==> src/rtl/bpu_update_ctrl.sv <==
// bpu_update_ctrl: BHT/BTB initialisation sweep, queued branch-update writer and mispredict flush generator
module bpu_update_ctrl #(
   parameter int BHT_SIZE   = 64,
   parameter int IDX_W      = 6,
   parameter int FIFO_DEPTH = 2
) (
   input  logic             clk,
   input  logic             rst,
   input  logic             upd_valid_D,
   output logic             upd_ready_D,
   input  logic [31:0]      PC_D,
   input  logic             PC_src_D,
   input  logic [31:0]      real_target,
   input  logic             pred_jump_D,
   input  logic [31:0]      pred_target_D,
   input  logic             clear_req,
   output logic             tbl_we,
   output logic [IDX_W-1:0] tbl_idx,
   output logic [1:0]       tbl_bht_wdata,
   input  logic [1:0]       tbl_bht_rdata,
   output logic             tbl_btb_we,
   output logic [31:0]      tbl_btb_wdata,
   output logic             mispredict,
   output logic [31:0]      redirect_pc,
   output logic             busy
);
   localparam int PW = $clog2(FIFO_DEPTH);
   localparam int CW = PW + 1;
   localparam logic [CW-1:0] FULL = CW'(FIFO_DEPTH);
   localparam logic [IDX_W-1:0] LAST = IDX_W'(BHT_SIZE - 1);

   typedef enum logic {SWEEP, RUN} state_t;

   state_t           state, state_nx;
   logic [IDX_W-1:0] sweep_idx, sweep_nx;
   logic [IDX_W-1:0] q_idx [FIFO_DEPTH];
   logic             q_tk  [FIFO_DEPTH];
   logic [31:0]      q_tgt [FIFO_DEPTH];
   logic [PW-1:0]    wr_ptr, rd_ptr;
   logic [CW-1:0]    count;
   logic             push, pop, mismatch;
   logic [1:0]       bht_inc, bht_dec;

   // Ready looks only at registered occupancy so a full queue never relies on a same-cycle pop
   assign upd_ready_D = !rst && state == RUN && count != FULL;
   assign push        = upd_valid_D && upd_ready_D;
   assign busy        = rst || state == SWEEP;
   assign mismatch    = (PC_src_D != pred_jump_D) || (PC_src_D && pred_jump_D && pred_target_D != real_target);
   assign bht_inc     = tbl_bht_rdata == 2'b11 ? 2'b11 : tbl_bht_rdata + 2'd1;
   assign bht_dec     = tbl_bht_rdata == 2'b00 ? 2'b00 : tbl_bht_rdata - 2'd1;

   // State and sweep index register
   always_ff @(posedge clk) begin
      if (rst) begin
         state     <= SWEEP;
         sweep_idx <= '0;
      end else begin
         state     <= state_nx;
         sweep_idx <= sweep_nx;
      end
   end

   // Next state and table port: sweep writes, queue-head update, or idle; clear drops the head unwritten
   always_comb begin
      state_nx      = state;
      sweep_nx      = sweep_idx;
      pop           = 1'b0;
      tbl_we        = 1'b0;
      tbl_btb_we    = 1'b0;
      tbl_idx       = '0;
      tbl_bht_wdata = 2'b01;
      tbl_btb_wdata = '0;
      if (state == SWEEP) begin
         tbl_we     = 1'b1;
         tbl_btb_we = 1'b1;
         tbl_idx    = sweep_idx;
         sweep_nx   = clear_req ? '0 : sweep_idx + 1'b1;
         state_nx   = (!clear_req && sweep_idx == LAST) ? RUN : SWEEP;
      end else if (clear_req) begin
         state_nx = SWEEP;
         sweep_nx = '0;
      end else if (count != '0) begin
         pop           = 1'b1;
         tbl_we        = 1'b1;
         tbl_idx       = q_idx[rd_ptr];
         tbl_bht_wdata = q_tk[rd_ptr] ? bht_inc : bht_dec;
         tbl_btb_we    = q_tk[rd_ptr];
         tbl_btb_wdata = q_tgt[rd_ptr];
      end
      if (rst) begin
         pop        = 1'b0;
         tbl_we     = 1'b0;
         tbl_btb_we = 1'b0;
      end
   end

   // Queue storage; contents are don't-care until pointed at, so no reset
   always_ff @(posedge clk) begin
      if (push) begin
         q_idx[wr_ptr] <= PC_D[IDX_W+1:2];
         q_tk[wr_ptr]  <= PC_src_D;
         q_tgt[wr_ptr] <= real_target;
      end
   end

   // Queue pointers and occupancy; clear empties the queue, discarding anything accepted this cycle
   always_ff @(posedge clk) begin
      if (rst || clear_req) begin
         wr_ptr <= '0;
         rd_ptr <= '0;
         count  <= '0;
      end else begin
         wr_ptr <= push ? wr_ptr + 1'b1 : wr_ptr;
         rd_ptr <= pop ? rd_ptr + 1'b1 : rd_ptr;
         count  <= count + CW'(push) - CW'(pop);
      end
   end

   // Mispredict pulse the cycle after an accepted mismatching branch; redirect holds between pulses
   always_ff @(posedge clk) begin
      if (rst) begin
         mispredict  <= 1'b0;
         redirect_pc <= '0;
      end else begin
         mispredict <= push && mismatch;
         if (push && mismatch)
            redirect_pc <= PC_src_D ? real_target : PC_D + 32'd4;
      end
   end
endmodule

==> config.mk <==
export PLATFORM = sky130hd
export DESIGN_NAME = bpu_update_ctrl
export DESIGN_NICKNAME = d
export VERILOG_FILES = /design/src/rtl/bpu_update_ctrl.sv
export SDC_FILE = /design/constraint.sdc
export NUM_CORES = 1
export LEC_CHECK = 0
export CAP_MARGIN = 15
export CELL_PAD_IN_SITES_DETAIL_PLACEMENT = 2
export CELL_PAD_IN_SITES_GLOBAL_PLACEMENT = 2
export CORE_MARGIN = 2
export CORE_UTILIZATION = 30
export DETAILED_ROUTE_END_ITERATION = 16
export PLACE_DENSITY_LB_ADDON = 0.08
export SYNTH_ARGS = -nofsm -noshare
export SYNTH_HDL_FRONTEND = slang
export SYNTH_SLANG_ARGS = --single-unit
==> constraint.sdc <==
create_clock -name clk -period 4.6 [get_ports clk]
set_input_delay 0.92 -clock clk [delete_from_list [all_inputs] [get_ports clk]]
set_output_delay 0.92 -clock clk [all_outputs]
set_load 0.05 [all_outputs]
======== Word level (Yosys, flattened, before mapping) ========
Memories as Yosys holds them, arrays and structs flattened. A register that Yosys moved wholly into a read port is not among the register bits.
Cells that the tools add are included.
storage, ports and cells
  bits in read-only memories .............. 0
  RAM bits ................................ 78
  register bits after elaboration ......... 44
  input port bits ......................... 104
  memories ................................ 3
  logic and storage cells ................. 76
  output and inout port bits .............. 77
  bits in latches ......................... 0
memory list
  memory  depth  bits a word  read ports  clocked after Yosys merged registers in  write ports  RTL line  text
  q_tgt   2      32           1           1                                        1            38        logic [31:0] q_tgt [FIFO_DEPTH];
  q_idx   2      6            1           1                                        1            36        logic [IDX_W-1:0] q_idx [FIFO_DEPTH];
  q_tk    2      1            1           1                                        1            37        logic q_tk [FIFO_DEPTH];
cells by class
  bitwise operators ....................... 1
  $lt $le $gt $ge ......................... 0
  div/mod/pow operators ................... 0
  multiplexer cells ....................... 37
  $add $sub $neg .......................... 8
  $mul .................................... 0
  shift operators ......................... 0
  reduce and logical (&&, ||, !) cells .... 14
  equal/unequal tests ..................... 6
operators with widths
  kind                                                                count
  32-bit two-way mux                                                  4
  6-bit two-way mux                                                   6
  32-bit by 3-bit adder with 32-bit output, second input constant     1
  32-bit inequality test                                              1
  1-bit two-way mux                                                   21
  2-bit two-way mux                                                   6
  1-bit logical AND                                                   7
  6-bit by 1-bit adder with 6-bit output, second input constant       1
  6-bit == test, second input constant                                1
  2-bit inequality test, second input constant                        2
  1-bit logical OR                                                    3
  1-bit adder, second input constant                                  2
  2-bit by 1-bit adder with 2-bit output                              1
  2-bit by 1-bit adder with 2-bit output, second input constant       1
  2-bit == test, second input constant                                1
  1-bit zero test                                                     2
  2-bit zero test                                                     1
  2-bit nonzero test                                                  1
  2-bit by 1-bit subtractor with 2-bit output                         1
  2-bit by 1-bit subtractor with 2-bit output, second input constant  1
  1-bit inequality test                                               1
  1-bit inverter                                                      1

======== Longest topological paths before layout ========
Gate-level depths: netlist (run 1).
  depth in word-level cells ............... 7
  gate-level depth with buffers ........... 11
  gate-level depth less buffers ........... 10

======== Worst setup path after synthesis (run 1) ========
No wires, ideal clock.
  kind .................................... in2out
  start point ............................. input rst
  end point ............................... output tbl_btb_we
  setup slack ............................. 0.406 ns
  stages on the path ...................... 4
  data arrival time ....................... 3.274 ns
  required time ........................... 3.680 ns
  buffers on the path ..................... 2
  cells stage by stage .................... buf_4 > clkbuf_1 > a21oi_1 > a21boi_0
between the ends
  cells in the longest elaborated chain, start to end .. 1
RTL lines
  element             RTL line  text
  start: declaration  8         input logic rst,
  1-bit two-way mux   90        if (rst) begin
  end: declaration    21        output logic tbl_btb_we,
No other way between the ends.

======== Final worst setup path (run 1) ========
  start point ............................. input clear_req
  end point ............................... output tbl_idx[5]
between the ends
  cells in the longest elaborated chain, start to end .. 2
RTL lines
  element             RTL line  text
  start: declaration  16        input logic clear_req,
  6-bit two-way mux   79        end else if (clear_req) begin
  6-bit two-way mux   73        if (state == SWEEP) begin
  end: declaration    18        output logic [IDX_W-1:0] tbl_idx,
No other way between the ends.

==> results of run 1 <==
registers in the layout, summed over array words and instances (netlist names), 2 cells and up, named ones only:
name / cells
q_tk: 2
q_tgt: 64
sweep_idx: 6
redirect_pc: 32
count: 2
q_idx: 12
worst paths after layout:
kind | from | endpoint | depth (start not counted)
max | clear_req | tbl_idx[5] | 6
min | redirect_pc[13] | redirect_pc[13] | 2
max reg2reg | state | redirect_pc[15] | 7
min reg2reg | redirect_pc[13] | redirect_pc[13] | 2
cells in the mapped netlist, types with 2 or more instances:
cell type | n | area (sq um)
a21oi_1 | 13 | 65.1
a311oi_1 | 2 | 17.5
a31oi_1 | 5 | 31.3
a41oi_1 | 2 | 17.5
and2_1 | 3 | 18.8
and3_1 | 5 | 31.3
and4_1 | 4 | 35.0
buf_1 | 4 | 15.0
buf_2 | 5 | 25.0
buf_6 | 2 | 22.5
clkbuf_1 | 13 | 48.8
dfxtp_1 | 45 | 901
edfxtp_1 | 78 | 2340
ha_1 | 5 | 62.6
inv_1 | 16 | 60.1
maj3_1 | 2 | 20.0
mux2_1 | 4 | 45.0
mux2_2 | 11 | 124
mux2_4 | 3 | 45.0
mux2i_1 | 53 | 531
nand2_1 | 32 | 120
nand2b_1 | 13 | 81.3
nand3_1 | 10 | 50.1
nand3b_1 | 4 | 30.0
nand4_1 | 17 | 106
nor2_1 | 61 | 229
nor2b_1 | 19 | 119
nor3_1 | 3 | 15.0
nor4_1 | 4 | 25.0
nor4_4 | 2 | 42.5
o21ai_0 | 20 | 100
o21ai_1 | 3 | 15.0
o22ai_1 | 5 | 31.3
or2_2 | 2 | 12.5
or3_1 | 2 | 12.5
xnor2_1 | 47 | 412
xor2_1 | 18 | 158
per-stage QoR:
| step | area, sq um | setup slack, ps |
|---|---|---|
| 2_1_floorplan | 6170 | 406 |
| 3_3_place_gp | 8280 | 619 |
| 3_5_place_dp | 8280 | 593 |
| 4_1_cts | 8930 | 586 |
| 5_1_grt | 8930 | 462 |
| 6_report | 8930 | 604 |
layer usage:
metal	share of wire [%]	wire length (microns)	vias up	GRT usage, %
met4	1.5	307	0	5.43
met1	42	8840	2436	24.2
met2	51	10800	125	34.9
met3	4.8	1000	24	4.91
li1	-	-	2318	-
met5	0	0	-	0
power breakdown:
group | switching [W] | internal, W | total [W]
sequential | 0.00000104 | 0.00117 | 0.00117
clock | 0.000518 | 0.000960 | 0.00148
combinational | 0.000120 | 0.000130 | 0.000250
total | 0.000640 | 0.00226 | 0.00290
worst register-to-register path: cells and delay by family, from the launching register on:
family          cells  cell delay (ps)
simple gates        3              970
buf+inv             2              500
flops               1              300
mux                 1              210
compound gates      1               60
final cells by class:
type | instances | area share, %
flip-flops and latches | 123 | 36.3
well taps | 270 | 3.78
repair buffers | 192 | 21.2
multi-input cells | 385 | 30.7
clock buffers | 17 | 4.76
inverters | 16 | 0.673
clock inverters | 15 | 2.48
cells by family after synthesis:
| logic type | after synthesis | synth area share, % |
|---|---|---|
| fa+ha+maj | 7 | 1.34 |
| buf+inv | 42 | 3.22 |
| simple gates | 186 | 16.1 |
| flops | 123 | 52.6 |
| mux | 71 | 12.1 |
| xor+xnor | 65 | 9.23 |
| compound gates | 56 | 5.50 |
==> results.md, run 1 <==
- Clk sinks: about 120
- CP max stage cell: clkdlybuf4s50_1
- Pwr Total: between 0.002 and 0.003 W
- Slew headroom: a little over half
- Reg clk slew, reported paths: roughly 60 ps
- Critical path cell sequence: clkdlybuf4s50_1, nor2_1, nand2_2, buf_12, o22ai_1, clkdlybuf4s50_1
- Boundary Pins: about 180
- Vias in the first global route: ~5500
- Flop-to-flop setup slack: 2480 ps
- Endpoints failing setup: 0
- CTS Hold Bufs: 0
- Worst path bufs/invs: 3
- Seq cells post-synth: 123
- Post-synth cell types: 50
- Worst hold-check path type: reg -> reg
- Starting density of the core: 30.5%
- Count of pins over their slew limit: 0
- DRT iter0 DRCs: approximately 190
- Yosys warnings: 0
- Post-DP HPWL: approximately 15 mm
- EDFF count, synth: 78
- DRT Pass-1 Iters: 4
- DP Cell Count: roughly 1000
- Register area: approximately 3200 sq um
- First-pass GRT wire length: around 32 mm
- Outcome: complete, no violations
- CTS-repair resized insts: 0
- CTS Buf Count: 17
- CP max stage delay: ~830 ps
- Clk buf depth: 2
- DRC viols: 0
- CTS H-tree depth: 4
- WL/cell: between 20 and 25 microns
- Share of cells above drive strength 1: 10.8%
- Power Dens Cells: approximately 320 nW/um^2
- Crit path arrival time: between 3000 and 4000 ps
- Fin util: approximately 44%
- Port Buffers: 180
- Critical Path Source Type: primary input
- Area of the multi-input gates: 2740 sq um
- Worst-Margin Slew: 712 ps
- Cell Count, Final, Fillers Out: just over 1000
- Cells after Synth: 550
- Async SR Flop Fraction: 0%
- Layout net count: 844
- DR vias: approximately 4900
- Final Cycle Share: just under 90%
- Cell Rows: 52
- Endpoints failing hold: 0
- Commonest non-fill, non-tap cell in the layout: clkdlybuf4s50_1
- Gr usage total: 19.8%
- Static Leak: 3.09 nW
- Worst-Skew Late Latency: around 420 ps
- Sequential share of the synthesized area: about 53%
- Initial antenna violation count: 0
- Diode count: 0
- Post-Route WL: 20.9 mm
- Area growth syn-to-layout: 44.7%
- CTS tree: yes
- DRT antenna net count: 0
- Peak VDD IR: between 0.2 and 0.25 mV
- Crit. End Element: output port
- Top FF cell, synth: edfxtp_1
- Grt ovf: 0
- Synth Net Count: about 660
- Top delay family on crit path: buffers and inverters
- RePlAce Congestion: just under 0.8
- Tmin final: roughly 4000 ps
- Syn Std Cell Area: slightly above 6000 sq um
- Largest net degree at the start of global routing: between 60 and 70
- CP most frequent cell: clkdlybuf4s50_1
- CTS root buf: clkbuf_16
- Max-Cap Viols: 0
- Worst setup path class: in -> out
- WHS: between 400 and 500 ps
- Core Region: approximately 20000 sq um
- Worst path required time: between 3000 and 4000 ps
- Clk_skew: 5.31 ps
- Synth Area per Inst: between 10 and 15 sq um
- Setup_tns: 0 ps
- Total die area: between 20000 and 25000 sq um
- Layout fillers: roughly 2100
- Die Ht: around 150 microns
- Max Fclk: 250 MHz
- Commonest cells after routing, fill and taps aside: clkdlybuf4s50_1, edfxtp_1, nor2_1
- RSZ-0062 raised after global routing: no
- Crit Path Max Fanout: 27
- Die X: approximately 150 microns
- DR vias/cell: 4.82
- Postcts setup bufs: 0
(Power assumes the default switching activity.)
==> inputs of run 2 (changes only) <==
--- a/config.mk
+++ b/config.mk
@@ -9,7 +9,7 @@
 export CELL_PAD_IN_SITES_DETAIL_PLACEMENT = 2
 export CELL_PAD_IN_SITES_GLOBAL_PLACEMENT = 2
 export CORE_MARGIN = 2
-export CORE_UTILIZATION = 30
+export CORE_UTILIZATION = 27
 export DETAILED_ROUTE_END_ITERATION = 16
 export PLACE_DENSITY_LB_ADDON = 0.08
 export SYNTH_ARGS = -nofsm -noshare
==> constraint.sdc (replaced) <==
create_clock -name clk -period 3.3 [get_ports clk]
set_input_delay 0.66 -clock clk [delete_from_list [all_inputs] [get_ports clk]]
set_output_delay 0.66 -clock clk [all_outputs]
set_load 0.05 [all_outputs]
==> run 2 against run 1 <==
Routed wire length grew 4.0%. Clock skew grew 3.0 ps. Final cell count grew 2.2%. Sequential cell count is the same. Non-clock buffer count grew 7. Design area grew 5.2%. Critical path type unchanged. Highest routed layer unchanged.
==> results.md, run 2 (synthesis gave the netlist of run 1 again) <==
- Outcome: complete, no violations
- CTS tree: yes
- Switch Pwr: ~0.00087 W
- Worst setup path class: in -> out
- Worst Setup Slack, final: 413 ps
- Postcts setup bufs: 0
- Worst path bufs/invs: 3
- Worst R2R Start: state
- CTS Hold Bufs: 0
- CP max stage delay: roughly 440 ps
- Share of cells above drive strength 1: 16.3%
- Crit. End Element: output port
- DRT Pass-1 Iters: 4
- Int Power: around 0.003 W
- Worst Setup SP: clear_req
- Vias in the first global route: 5457
- Clk sinks: 123
- CTS H-tree depth: 4
- Worst r2r path cells: 9
- Worst-Margin Slew: 704 ps
- Gr usage total: 18.4%
- DRT antenna net count: 0
- Sequential power share: between 40% and 50%
- Endpoints failing setup: 0
- Max Fclk: ~350 MHz
- Cell Rows: between 50 and 60
- DRC viols: 0
- First-pass GRT wire length: 32.7 mm
- Port Buffers: 180
- Diode count: 0
- Crit Path Max Fanout: 28
- CP most frequent cell: nor2_1
- Largest registers: q_tgt: 64 flops, redirect_pc: 32 flops, q_idx: 12 flops
- CTS Buf Count: 17
- Initial antenna violation count: 1
- Count of pins over their slew limit: 0
- Boundary Pins: approximately 180
- Grt ovf: 0
- Worst-Skew Late Latency: about 420 ps
- Tmin final: slightly below 3000 ps
- Endpoints failing hold: 0
- Clock power share: about half
- Largest net degree at the start of global routing: 64
- DR vias/cell: between 4 and 5
- Largest register FFs: 64
- Critical Path Source Type: primary input
- Power Dens Cells: around 410 nW/um^2
- Total die area: ~24000 sq um
- CTS-repair resized insts: 0
- Area growth syn-to-layout: 52.2%
- Slew headroom: between 50 and 60%
- DRT iter0 DRCs: ~230
- Commonest cells after routing, fill and taps aside: clkdlybuf4s50_1, edfxtp_1, nor2_1
- Die X: 155 microns
- CP max stage cell: clkdlybuf4s50_1
- Worst path required time: between 2000 and 3000 ps
- Layout net count: 851
- Sw Ratio: 22.4%
- Crit path arrival time: ~2200 ps
- CP Capture Point: tbl_btb_wdata[19]
- Post-Route WL: roughly 22 mm
- Static Leak: 3.30 nW
- Final Cycle Share: 87.5%
- DR vias: about 4900
- Starting density of the core: a little over a quarter
- Max-Cap Viols: 0
- Clk_skew: 8.29 ps
- Place WS: -77.1 ps
- Reg clk slew, reported paths: around 50 ps
- Die Ht: approximately 160 microns
- Critical path cell sequence: clkdlybuf4s50_1, nor2_1, nand2_2, buf_4, nor2_1, buf_12
- Reg2reg end: count[1]
- Worst hold-check path type: reg -> reg
- Instance count on the critical path: 6
- Core Region: approximately 23000 sq um
- RSZ-0062 raised after global routing: no
- Top delay family on crit path: buffers and inverters
- Post-DP HPWL: 16.4 mm
- Biggest register: q_tgt
- Clk buf depth: 2
- Commonest non-fill, non-tap cell in the layout: clkdlybuf4s50_1
- CTS root buf: clkbuf_16
- Peak VDD IR: roughly 0.33 mV
- Flop-to-flop setup slack: around 900 ps
- Pwr Total: between 0.003 and 0.004 W
- Comb pwr share: about a tenth
- RePlAce Congestion: just under 0.8
- WL/cell: about 21 microns
run 2: cell count changes in the layout (fill, tap and decap cells not counted), sizes merged:
cell           delta
buf              +45
bufinv            -2
clkbuf            +2
clkdlybuf4s50    -38
clkinv            +1
clkinvlp          -1
run 2: worst min-delay path by stage:
| stage | cells after the start | slack [ps] | startpoint | end |
|---|---|---|---|---|
| global placement | 2 | 460 | redirect_pc[6] | redirect_pc[6] |
| floorplan | 2 | 470 | rd_ptr | register |
| detailed placement | 2 | 480 | redirect_pc[16] | redirect_pc[16] |
| global route | 2 | 510 | redirect_pc[6] | redirect_pc[6] |
| finish | 2 | 480 | redirect_pc[10] | redirect_pc[10] |
| CTS | 2 | 490 | redirect_pc[6] | redirect_pc[6] |
run 2: final cells by class:
| cell class | instances | area, sq um |
|---|---|---|
| clock buffers | 19 | 433 |
| clock inverters | 13 | 150 |
| fillers | 2283 | 13100 |
| inverters | 16 | 60.1 |
| multi-input cells | 385 | 2740 |
| flip-flops and latches | 123 | 3240 |
| well taps | 285 | 357 |
| repair buffers | 199 | 2400 |
run 2: power by group through the flow:
stage | Clock (W) | Sequential [W] | Combinational [W]
floorplan | 0 | 0.00167 | 0.000126
global placement | 0 | 0.00167 | 0.000362
finish | 0.00187 | 0.00164 | 0.000366
detailed placement | 0 | 0.00167 | 0.000369
CTS | 0.00191 | 0.00164 | 0.000373
global route | 0.00197 | 0.00164 | 0.000395
run 2: metrics by stage:
step / std cells / hold slack, ps / utilization, % / instance area (sq um) / setup TNS [ps]
2_1_floorplan: 550 / 472 / - / 6170 / -26.2
3_3_place_gp: 1008 / 463 / 39.1 / 8810 / -318
3_5_place_dp: 1008 / 476 / 39.1 / 8810 / -829
4_1_cts: 1040 / 488 / 41.7 / 9390 / 0
5_1_grt: 1040 / 509 / 41.7 / 9390 / 0
6_report: 1040 / 482 / 41.7 / 9390 / 0
run 2: metal layers:
metal  global-route usage, %  part of all wire, %  vias up  wire (microns)
li1                        -                    -     2342               -
met1                    22.6                   43     2450            9430
met2                    32.9                   53      106           11400
met3                    3.43                  3.2       12             696
met4                    5.56                 0.80        0             174
met5                       0                    0        -               0
run 2: worst register-to-register path, cell delays in order (launching register included):
cell and delay [ps]:
dfxtp_1 760, nand2b_4 150, a211oi_4 340, inv_1 160, ha_1 310, inv_1 40, ha_1 180, xor2_1 170
xnor2_1 140, nor2_1 50
